## config.mk

```make
export PLATFORM = sky130hd
export DESIGN_NAME = reg_file_2r1w_flat
export DESIGN_NICKNAME = d
export VERILOG_FILES = /design/src/rtl/reg_file_2r1w_pkg.sv /design/src/rtl/reg_file_2r1w_if.sv /design/src/rtl/reg_file_2r1w_read_port.sv /design/src/rtl/reg_file_2r1w.sv /design/src/flat_wrapper.sv
export SDC_FILE = /design/constraint.sdc
export NUM_CORES = 1
export LEC_CHECK = 0
export CAP_MARGIN = 15
export CORE_MARGIN = 2
export CORE_UTILIZATION = 30
export CTS_BUF_LIST = sky130_fd_sc_hd__clkbuf_8
export CTS_CLUSTER_DIAMETER = 100
export DETAILED_ROUTE_END_ITERATION = 8
export GPL_TIMING_DRIVEN = 0
export SETUP_SLACK_MARGIN = 0.4
export SYNTH_ARGS = -nofsm -noshare
export SYNTH_HDL_FRONTEND = slang
export SYNTH_SLANG_ARGS = --single-unit
```

## constraint.sdc

```tcl
create_clock -name clk -period 2.9 [get_ports clk]
set_input_delay 0.58 -clock clk [delete_from_list [all_inputs] [get_ports clk]]
set_output_delay 0.58 -clock clk [all_outputs]
set_load 0.03 [all_outputs]
```

## src/rtl/reg_file_2r1w_pkg.sv

```systemverilog
// Shared definitions for the two-read / one-write register file:
// controller state encoding and the default geometry.
`timescale 1ns/1ps

package reg_file_2r1w_pkg;

    // Default geometry; INDEX_SIZE must equal clog2(NUM_REG).
    localparam int DEFAULT_WORD_SIZE  = 8;
    localparam int DEFAULT_NUM_REG    = 16;
    localparam int DEFAULT_INDEX_SIZE = 4;

    // Controller state: normal operation, or sweeping every register to zero.
    typedef enum logic [0:0] {
        IDLE  = 1'b0,
        CLEAR = 1'b1
    } rf_state_e;

endpackage

```

## src/rtl/reg_file_2r1w_if.sv

```systemverilog
// Bus bundle between a register-file client (master) and the register
// file itself (slave): one write port, two read ports, clear control.
`timescale 1ns/1ps

interface reg_file_2r1w_if
    import reg_file_2r1w_pkg::*;
#(
    parameter int WORD_SIZE  = DEFAULT_WORD_SIZE,
    parameter int INDEX_SIZE = DEFAULT_INDEX_SIZE
);

    // Write port
    logic                  write_enable;
    logic [INDEX_SIZE-1:0] write_address;
    logic [WORD_SIZE-1:0]  write_data;

    // Read port A
    logic                  rd_en_a;
    logic [INDEX_SIZE-1:0] read_address_a;
    logic [WORD_SIZE-1:0]  read_data_a;
    logic                  rd_valid_a;

    // Read port B
    logic                  rd_en_b;
    logic [INDEX_SIZE-1:0] read_address_b;
    logic [WORD_SIZE-1:0]  read_data_b;
    logic                  rd_valid_b;

    // Clear control
    logic                  clear_req;
    logic                  busy;

    // Register-file side
    modport slave (
        input  write_enable,
        input  write_address,
        input  write_data,
        input  rd_en_a,
        input  read_address_a,
        output read_data_a,
        output rd_valid_a,
        input  rd_en_b,
        input  read_address_b,
        output read_data_b,
        output rd_valid_b,
        input  clear_req,
        output busy
    );

    // Client side
    modport master (
        output write_enable,
        output write_address,
        output write_data,
        output rd_en_a,
        output read_address_a,
        input  read_data_a,
        input  rd_valid_a,
        output rd_en_b,
        output read_address_b,
        input  read_data_b,
        input  rd_valid_b,
        output clear_req,
        input  busy
    );

endinterface

```

## src/rtl/reg_file_2r1w_read_port.sv

```systemverilog
// One registered read port of the register file. The read result is
// captured on the edge that samples rd_en; a write landing on the same
// register at that same edge is forwarded so the reader sees the new word.
`timescale 1ns/1ps

module rf_read_port
    import reg_file_2r1w_pkg::*;
#(
    parameter int WORD_SIZE  = DEFAULT_WORD_SIZE,
    parameter int NUM_REG    = DEFAULT_NUM_REG,
    parameter int INDEX_SIZE = DEFAULT_INDEX_SIZE
) (
    input  logic                  clk,
    input  logic                  reset_n,
    input  logic                  rd_en,
    input  logic [INDEX_SIZE-1:0] rd_addr,
    input  logic [WORD_SIZE-1:0]  regs [NUM_REG],
    input  logic                  wr_fire,
    input  logic [INDEX_SIZE-1:0] wr_addr,
    input  logic [WORD_SIZE-1:0]  wr_data,
    output logic [WORD_SIZE-1:0]  rd_data,
    output logic                  rd_valid
);

    logic [WORD_SIZE-1:0] data_q, data_d;
    logic                 valid_q, valid_d;
    logic                 bypass;

    // Forward only a write that really commits this edge (wr_fire already
    // excludes writes dropped during a clear sweep).
    assign bypass = wr_fire && (wr_addr == rd_addr);

    // Next read result: new word on a request, otherwise hold the last one.
    always_comb begin
        data_d  = data_q;
        valid_d = 1'b0;
        if (rd_en) begin
            valid_d = 1'b1;
            data_d  = bypass ? wr_data : regs[rd_addr];
        end
    end

    // Output registers, cleared asynchronously.
    always_ff @(posedge clk or negedge reset_n) begin
        if (!reset_n) begin
            data_q  <= '0;
            valid_q <= 1'b0;
        end else begin
            data_q  <= data_d;
            valid_q <= valid_d;
        end
    end

    assign rd_data  = data_q;
    assign rd_valid = valid_q;

endmodule

```

## src/rtl/reg_file_2r1w.sv

```systemverilog
// Two-read / one-write register file with a sequential clear engine.
// A clear request walks a counter over every register, zeroing one per
// cycle; writes are dropped while the sweep runs, reads keep working.
`timescale 1ns/1ps

module reg_file_2r1w
    import reg_file_2r1w_pkg::*;
#(
    parameter int WORD_SIZE  = DEFAULT_WORD_SIZE,
    parameter int NUM_REG    = DEFAULT_NUM_REG,
    parameter int INDEX_SIZE = DEFAULT_INDEX_SIZE
) (
    input  logic             clk,
    input  logic             reset_n,
    reg_file_2r1w_if.slave   bus
);

    localparam logic [INDEX_SIZE-1:0] LAST_IDX = INDEX_SIZE'(NUM_REG - 1);

    rf_state_e             state_q, state_d;
    logic [INDEX_SIZE-1:0] cnt_q, cnt_d;
    logic [WORD_SIZE-1:0]  regs_q [NUM_REG];
    logic [WORD_SIZE-1:0]  regs_d [NUM_REG];

    logic                  clearing;
    logic                  wr_fire;
    logic [NUM_REG-1:0]    wr_hit;
    logic [NUM_REG-1:0]    clr_hit;

    assign clearing = (state_q == CLEAR);
    // A write commits only while idle; in CLEAR it is silently discarded.
    assign wr_fire  = bus.write_enable && (state_q == IDLE);
    assign bus.busy = clearing;

    // Per-register one-hot decode of the write target and the clear cursor.
    for (genvar gi = 0; gi < NUM_REG; gi++) begin : g_decode
        assign wr_hit[gi]  = wr_fire  && (bus.write_address == INDEX_SIZE'(gi));
        assign clr_hit[gi] = clearing && (cnt_q == INDEX_SIZE'(gi));
    end

    // Controller next state: start a sweep from index 0, leave after the last.
    always_comb begin
        state_d = state_q;
        cnt_d   = cnt_q;
        case (state_q)
            IDLE: begin
                if (bus.clear_req) begin
                    state_d = CLEAR;
                    cnt_d   = '0;
                end
            end
            CLEAR: begin
                cnt_d = cnt_q + INDEX_SIZE'(1);
                if (cnt_q == LAST_IDX) begin
                    state_d = IDLE;
                end
            end
        endcase
    end

    // Controller registers; reset aborts any sweep in progress.
    always_ff @(posedge clk or negedge reset_n) begin
        if (!reset_n) begin
            state_q <= IDLE;
            cnt_q   <= '0;
        end else begin
            state_q <= state_d;
            cnt_q   <= cnt_d;
        end
    end

    // Register next values: the sweep cursor wins, then a committed write.
    always_comb begin
        for (int i = 0; i < NUM_REG; i++) begin
            regs_d[i] = regs_q[i];
            if (clr_hit[i]) begin
                regs_d[i] = '0;
            end else if (wr_hit[i]) begin
                regs_d[i] = bus.write_data;
            end
        end
    end

    // Storage, cleared asynchronously so reset takes effect at once.
    always_ff @(posedge clk or negedge reset_n) begin
        if (!reset_n) begin
            for (int i = 0; i < NUM_REG; i++) begin
                regs_q[i] <= '0;
            end
        end else begin
            for (int i = 0; i < NUM_REG; i++) begin
                regs_q[i] <= regs_d[i];
            end
        end
    end

    rf_read_port #(
        .WORD_SIZE  (WORD_SIZE),
        .NUM_REG    (NUM_REG),
        .INDEX_SIZE (INDEX_SIZE)
    ) u_read_a (
        .clk      (clk),
        .reset_n  (reset_n),
        .rd_en    (bus.rd_en_a),
        .rd_addr  (bus.read_address_a),
        .regs     (regs_q),
        .wr_fire  (wr_fire),
        .wr_addr  (bus.write_address),
        .wr_data  (bus.write_data),
        .rd_data  (bus.read_data_a),
        .rd_valid (bus.rd_valid_a)
    );

    rf_read_port #(
        .WORD_SIZE  (WORD_SIZE),
        .NUM_REG    (NUM_REG),
        .INDEX_SIZE (INDEX_SIZE)
    ) u_read_b (
        .clk      (clk),
        .reset_n  (reset_n),
        .rd_en    (bus.rd_en_b),
        .rd_addr  (bus.read_address_b),
        .regs     (regs_q),
        .wr_fire  (wr_fire),
        .wr_addr  (bus.write_address),
        .wr_data  (bus.write_data),
        .rd_data  (bus.read_data_b),
        .rd_valid (bus.rd_valid_b)
    );

endmodule

```

## src/flat_wrapper.sv

```systemverilog
// flat-port wrapper written by rule: the top's interface ports become plain ports
module reg_file_2r1w_flat import reg_file_2r1w_pkg::*;
#(
    parameter int WORD_SIZE  = DEFAULT_WORD_SIZE,
    parameter int NUM_REG    = DEFAULT_NUM_REG,
    parameter int INDEX_SIZE = DEFAULT_INDEX_SIZE
)
  (clk, reset_n, bus_write_enable, bus_write_address, bus_write_data, bus_rd_en_a, bus_read_address_a, bus_read_data_a, bus_rd_valid_a, bus_rd_en_b, bus_read_address_b, bus_read_data_b, bus_rd_valid_b, bus_clear_req, bus_busy);
  reg_file_2r1w_if #(.WORD_SIZE(WORD_SIZE), .INDEX_SIZE(INDEX_SIZE)) bus_i ();
  input  logic clk;
  input  logic reset_n;
  input wire logic [$bits(bus_i.write_enable)-1:0] bus_write_enable;
  input wire logic [$bits(bus_i.write_address)-1:0] bus_write_address;
  input wire logic [$bits(bus_i.write_data)-1:0] bus_write_data;
  input wire logic [$bits(bus_i.rd_en_a)-1:0] bus_rd_en_a;
  input wire logic [$bits(bus_i.read_address_a)-1:0] bus_read_address_a;
  output wire logic [$bits(bus_i.read_data_a)-1:0] bus_read_data_a;
  output wire logic [$bits(bus_i.rd_valid_a)-1:0] bus_rd_valid_a;
  input wire logic [$bits(bus_i.rd_en_b)-1:0] bus_rd_en_b;
  input wire logic [$bits(bus_i.read_address_b)-1:0] bus_read_address_b;
  output wire logic [$bits(bus_i.read_data_b)-1:0] bus_read_data_b;
  output wire logic [$bits(bus_i.rd_valid_b)-1:0] bus_rd_valid_b;
  input wire logic [$bits(bus_i.clear_req)-1:0] bus_clear_req;
  output wire logic [$bits(bus_i.busy)-1:0] bus_busy;
  assign bus_i.write_enable = bus_write_enable;
  assign bus_i.write_address = bus_write_address;
  assign bus_i.write_data = bus_write_data;
  assign bus_i.rd_en_a = bus_rd_en_a;
  assign bus_i.read_address_a = bus_read_address_a;
  assign bus_read_data_a = bus_i.read_data_a;
  assign bus_rd_valid_a = bus_i.rd_valid_a;
  assign bus_i.rd_en_b = bus_rd_en_b;
  assign bus_i.read_address_b = bus_read_address_b;
  assign bus_read_data_b = bus_i.read_data_b;
  assign bus_rd_valid_b = bus_i.rd_valid_b;
  assign bus_i.clear_req = bus_clear_req;
  assign bus_busy = bus_i.busy;
  reg_file_2r1w #(.WORD_SIZE(WORD_SIZE), .NUM_REG(NUM_REG), .INDEX_SIZE(INDEX_SIZE)) u_core (.clk(clk), .reset_n(reset_n), .bus(bus_i));
endmodule
```

[Word level (Yosys, flattened, before mapping)]
Index checks and enable logic that the tools add are counted.
Word-level totals
  bits in registers: 151
  bits in latches: 0
  bits in writable memories: 0
  bits in read-only memories: 0
  output and inout port bits: 19
  memories: 0
Operators by class
  add/subtract/negate cells: 1
  multiply operators: 0
  div/mod/pow operators: 0
  order comparisons: 2
  eq/ne operators: 33
  shifts and indexed selects: 0
  multiplexer cells: 47
  bitwise logic cells: 3
  reduce and logical (&&, ||, !) cells: 53
Operator list (number)
  $mux W8: 38
  $bmux W8 S4: 2
  $eq A4 B4 Y1 const B: 16
  $logic_and A1 B1 Y1: 35
  $eq A4 B3 Y1 const B: 8
  $reduce_bool A2 Y1: 16
  $eq A4 B2 Y1 const B: 4
  $ge A5 B5 Y1 const B: 2
  $not A4 Y5: 2
  $eq A4 B1 Y1 const B: 2
  $eq A4 B4 Y1: 2
  $logic_not A4 Y1: 2
  $pmux W4 S2: 1
  $add A4 B1 Y4 const B: 1
  $mux W1: 4
  $mux W4: 1
  $ne A2 B2 Y1 const B: 1
  $pmux W1 S2: 1
  $not A1 Y1: 1

[Logic depth before layout (Yosys ltp)]
  word-level depth: 5
  mapped depth: 6
  mapped depth without buffers: 4

[By module]
A second synthesis with hierarchy kept.
Unflattened totals
  cells, all modules: 834
  area total of the unflattened synthesis: 8783.4 um2
Modules (own cells, without submodules)
  reg_file_2r1w: times used 1, cells an instance 624, area an instance 5885.6 um2
  rf_read_port: times used 2, cells an instance 105, area an instance 1448.9 um2

[Least setup slack after synthesis]
No wires, ideal clock.
  path type: input port to flip-flop
  from: in bus_read_address_a[3]
  to: reg u_core.u_read_a.data_q[6], in the netlist u_core.u_read_a.rd_data[6]
  setup time: 126 ps
  arrival: 1997 ps
  setup slack: 777 ps
  stages: 6
  buffers on the path: 2
  cell sequence: clkbuf_1 -> clkbuf_1 -> mux4_2 -> a22oi_1 -> nand2_1 -> a221o_1
On the way
  cells in the longest elaborated chain, start to end: 5
Ends and longest elaborated chain
  start: declaration: RTL line flat_wrapper.sv:16  | input wire logic [$bits(bus_i.read_address_a)-1:0] bus_read_address_a;
  $not A4 Y5 (not written as such): RTL line reg_file_2r1w_read_port.sv:39  | data_d = bypass ? wr_data : regs[rd_addr];
  $bmux W8 S4: RTL line reg_file_2r1w_read_port.sv:39
  $mux W8 (not written as such) (2 in series): RTL line reg_file_2r1w_read_port.sv:39
  $mux W8 (*): RTL line reg_file_2r1w_read_port.sv:39
  end signal: assignment: RTL line reg_file_2r1w_read_port.sv:49  | data_q <= data_d;
  end: declaration: RTL line reg_file_2r1w_read_port.sv:25  | logic [WORD_SIZE-1:0] data_q, data_d;
Every way passes the cells marked *; elsewhere a longest branch is shown, timed or not. The select of a mux whose other input is x is not followed.
A chain may end at the register's enable or synchronous reset.

[Worst setup path after layout]
  from: in bus_write_address[3]
  to: reg u_core.regs_q[79] (netlist name)
On the way
  cells in the longest elaborated chain, start to end: 3
Ends and longest elaborated chain
  start: declaration: RTL line flat_wrapper.sv:13  | input wire logic [$bits(bus_i.write_address)-1:0] bus_write_address;
  $eq A4 B3 Y1: RTL line reg_file_2r1w.sv:37  | assign wr_hit[gi] = wr_fire && (bus.write_address == INDEX_SIZE'(gi));
  $logic_and A1 B1 Y1: RTL line reg_file_2r1w.sv:37
  $reduce_bool A2 Y1 (no line)
  end signal: indexed assignment: RTL line reg_file_2r1w.sv:92  | regs_q[i] <= regs_d[i];
  end: declaration: RTL line reg_file_2r1w.sv:22  | logic [WORD_SIZE-1:0] regs_q [NUM_REG];
No other way between the ends.

==> results.sh <==
export IMPL_finalMaxSlewViolations=0
export IMPL_drt_iter0_markers=519
export IMPL_hold_viol=0
export IMPL_outcome="completed"
export IMPL_vias=5878
export IMPL_clock_sinks=151
export IMPL_worstSetupStartpointType="input pin"
export IMPL_place_congestion=0.9328
export IMPL_worst_ep_arrival_time_ns=2.81
export IMPL_setup_slack_ns=0.4889
export IMPL_dp_slack_ns=0.004638
export IMPL_dp_hpwl_um=17490
export IMPL_dieHeight_um=166.5
export IMPL_drive_gt1_frac=0.1988
export IMPL_p_leak_nw=3.801
export IMPL_die_area_um2=27710
export IMPL_crit_end="u_core.regs_q[79]"
export IMPL_crit_family="buffers and inverters"
export IMPL_synth_top_cell_area_share=0.4772
export IMPL_start_util=0.3047
export IMPL_slowest_stage="clkdlybuf4s50_1"
export IMPL_worst_pin_slew_ns=1.027
export IMPL_path_buf_inv=2
export IMPL_slew_headroom=0.3154
export IMPL_min_path_type="input pin to asynchronous set/reset pin"
export IMPL_cts_buffer_depth=2
export IMPL_cts_tree="done"
export IMPL_slowest_delay_ns=0.65
export IMPL_yosys_cell_count_top_type="dfrtp_1"
export IMPL_drt_vias_per_instance=5.826
export IMPL_drtPass1Iterations=6
export IMPL_r2r_cells=5
export IMPL_nets=691
export IMPL_crit_type="input pin to flip-flop"
export IMPL_ant_nets=0
export IMPL_gr_total_overflow=0
export IMPL_pin_count=45
export IMPL_post_drt_wl_per_cell_um=23.81
export IMPL_grt_max_degree=89
export IMPL_syn_inst=611
export IMPL_worst_path_stages=6
export IMPL_final_setup_viol_count=0
export IMPL_final_util=0.3501
export IMPL_post_cts_buffers=0
export IMPL_cts_buffers=17
export IMPL_rsz0062_at_grt="no"
export IMPL_yosys_top_cells_area="dfrtp_1, mux4_2, a22o_1"
export IMPL_reg2reg_slack_ns=0.68
export IMPL_clock_latency_ns=0.47
export IMPL_reg2reg_to="u_core.regs_q[28]"
export IMPL_antenna_cells=0
export IMPL_antenna_found_initial=0
export IMPL_crit_path_end_kind="flip-flop"
export IMPL_portBuffers=30
export IMPL_layout_min_cycle_time_ns=2.411
export IMPL_core_area_um2=25980
export IMPL_required_ns=3.29
export IMPL_fmax_mhz=414.8
export IMPL_powerDensity_nw_per_um2=685.5
export IMPL_die_w_um=166.5
export IMPL_vdd_drop_max_mv=0.3087
export IMPL_synth_nets=641
export IMPL_ys_flop_type="dfrtp_1"
export IMPL_routed_wl_um=24020
export IMPL_cap_viol_max_count=0
export IMPL_crit_chain="clkdlybuf4s50_1, nand4bb_1, buf_2, nor2_2, a31oi_1, a22o_1"
export IMPL_syn2layout_area_growth_pct=14.90
export IMPL_ys_seq_elements=151
export IMPL_rows=59
export IMPL_synth_edff_count=0
export IMPL_worstPathMaxFanout=10
export IMPL_yosysTopAreaCell="dfrtp_1"
export IMPL_timing_final_crit_share=0.8314
export IMPL_synth_async_reset_ratio=1.000
export IMPL_clk_pin_slew_ns=0.09
export IMPL_synth_cell_types=38
export IMPL_cts_root_buf="clkbuf_8"
export IMPL_r2r_start="u_core.bus.busy"
export IMPL_avgSynthCellArea_um2=12.96
export IMPL_ys_seq_area_frac=0.4772
export IMPL_grt_pass1_vias=5798
export IMPL_drc=0
export IMPL_skew_ns=0.01283
export IMPL_grt_total_usage=0.1782
export IMPL_synth_area_um2=7918
export IMPL_startpoint="bus_write_address[3]"
export IMPL_yosys_top_cells_count="dfrtp_1, a22o_1, mux4_2"
export IMPL_grt_pass1_wl_um=37180
export IMPL_yosysWarnings=0
export IMPL_htree_levels=4
[power by group]
group	switching [mW]	internal, mW	leakage (nW)
Clock	0.851	0.907	0.217
Sequential	0.327	2.47	2.08
Combinational	0.916	0.765	1.50
Total	2.09	4.14	3.80
[cells in the final DEF, fill, tap and decap left out, drive strengths merged]
| master | Yosys | routed |
|---|---|---|
| nand4b | 1 | 1 |
| and2 | 3 | 3 |
| nor2 | 16 | 16 |
| clkdlybuf4s50 | 0 | 29 |
| o31ai | 1 | 1 |
| nand2b | 5 | 5 |
| clkinv | 0 | 6 |
| nor4b | 2 | 2 |
| o31a | 2 | 2 |
| nand2 | 44 | 44 |
| xor2 | 3 | 3 |
| nand3 | 3 | 3 |
| nor2b | 22 | 22 |
| a31oi | 14 | 14 |
| bufinv | 0 | 3 |
| or4b | 1 | 1 |
| xnor2 | 7 | 7 |
| nor3 | 5 | 5 |
| and3 | 3 | 3 |
| clkbuf | 24 | 43 |
| mux4 | 64 | 64 |
| ha | 4 | 4 |
| inv | 2 | 5 |
| a22o | 104 | 104 |
| a22oi | 32 | 32 |
| a21oi | 24 | 24 |
| a221o | 16 | 16 |
| dfrtp | 151 | 151 |
| a21o | 1 | 1 |
| o21ai | 26 | 26 |
| buf | 29 | 31 |
| nand4bb | 2 | 2 |
| clkinvlp | 0 | 1 |
[cells by family after synthesis]
kind of cell / Yosys count / synth area share
flops: 151 / 0.4772
xor+xnor: 10 / 0.01106
mux: 64 / 0.1820
fa+ha+maj: 4 / 0.006321
compound gates: 220 / 0.2148
buf+inv: 55 / 0.03271
simple gates: 107 / 0.07585
[state kept, by name, indices dropped and copies added, names as in the netlist]
signal	cells
u_core.cnt_q	4
u_core.u_read_b.rd_valid	1
u_core.u_read_a.rd_valid	1
u_core.u_read_a.rd_data	8
u_core.regs_q	128
u_core.bus.busy	1
u_core.u_read_b.rd_data	8
[routing by layer]
| metal | up-vias | part of all wire | track usage |
|---|---|---|---|
| met1 | 3015 | 0.44 | 0.2527 |
| li1 | 2537 | - | - |
| met3 | 41 | 0.072 | 0.04230 |
| met2 | 285 | 0.45 | 0.2596 |
| met5 | - | 0 | 0 |
| met4 | 0 | 0.037 | 0.08096 |
[worst min path at each step]
stage,start,slack (ns),endpoint,cells past startpoint
3_3_place_gp,u_core.regs_q[46],0.49,u_core.regs_q[46],1
4_1_cts,reset_n,0.20,u_core.u_read_a.rd_data[0],1
3_5_place_dp,u_core.regs_q[111],0.50,u_core.regs_q[111],1
5_1_grt,reset_n,0.22,u_core.regs_q[120],1
2_1_floorplan,reset_n,0.28,u_core.bus.busy,0
6_report,reset_n,0.18,u_core.regs_q[120],1
[final cells by class]
class / instances / area, um^2
fillers: 2532 / 16890
multi-input cells: 405 / 3880
flip-flops and latches: 151 / 3779
well taps: 335 / 419.2
repair buffers: 31 / 329.1
clock buffers: 19 / 261.5
plain buffers: 53 / 252.7
clock inverters: 13 / 168.9
inverters: 2 / 7.507
[per-stage QoR]
step                power (mW)  area, um^2  hold slack (ns)  std cells  TNS (ns)
finish                   6.236        9097           0.1790       1009         0
global route             6.538        9097           0.2232       1009         0
CTS                      6.244        9096           0.1960       1009         0
detailed placement       4.487        8666           0.5022        977         0
global placement         4.437        8637           0.4943        976   -757.44
floorplan                3.872        7918           0.2844        611         0
[repair_timing]
item | CTS | global route
setup endpoints to repair | 0 | 3
gates resized for setup | 0 | 2
hold buffers | 0 | 0
No activity file was read; power rests on OpenSTA's default activity.
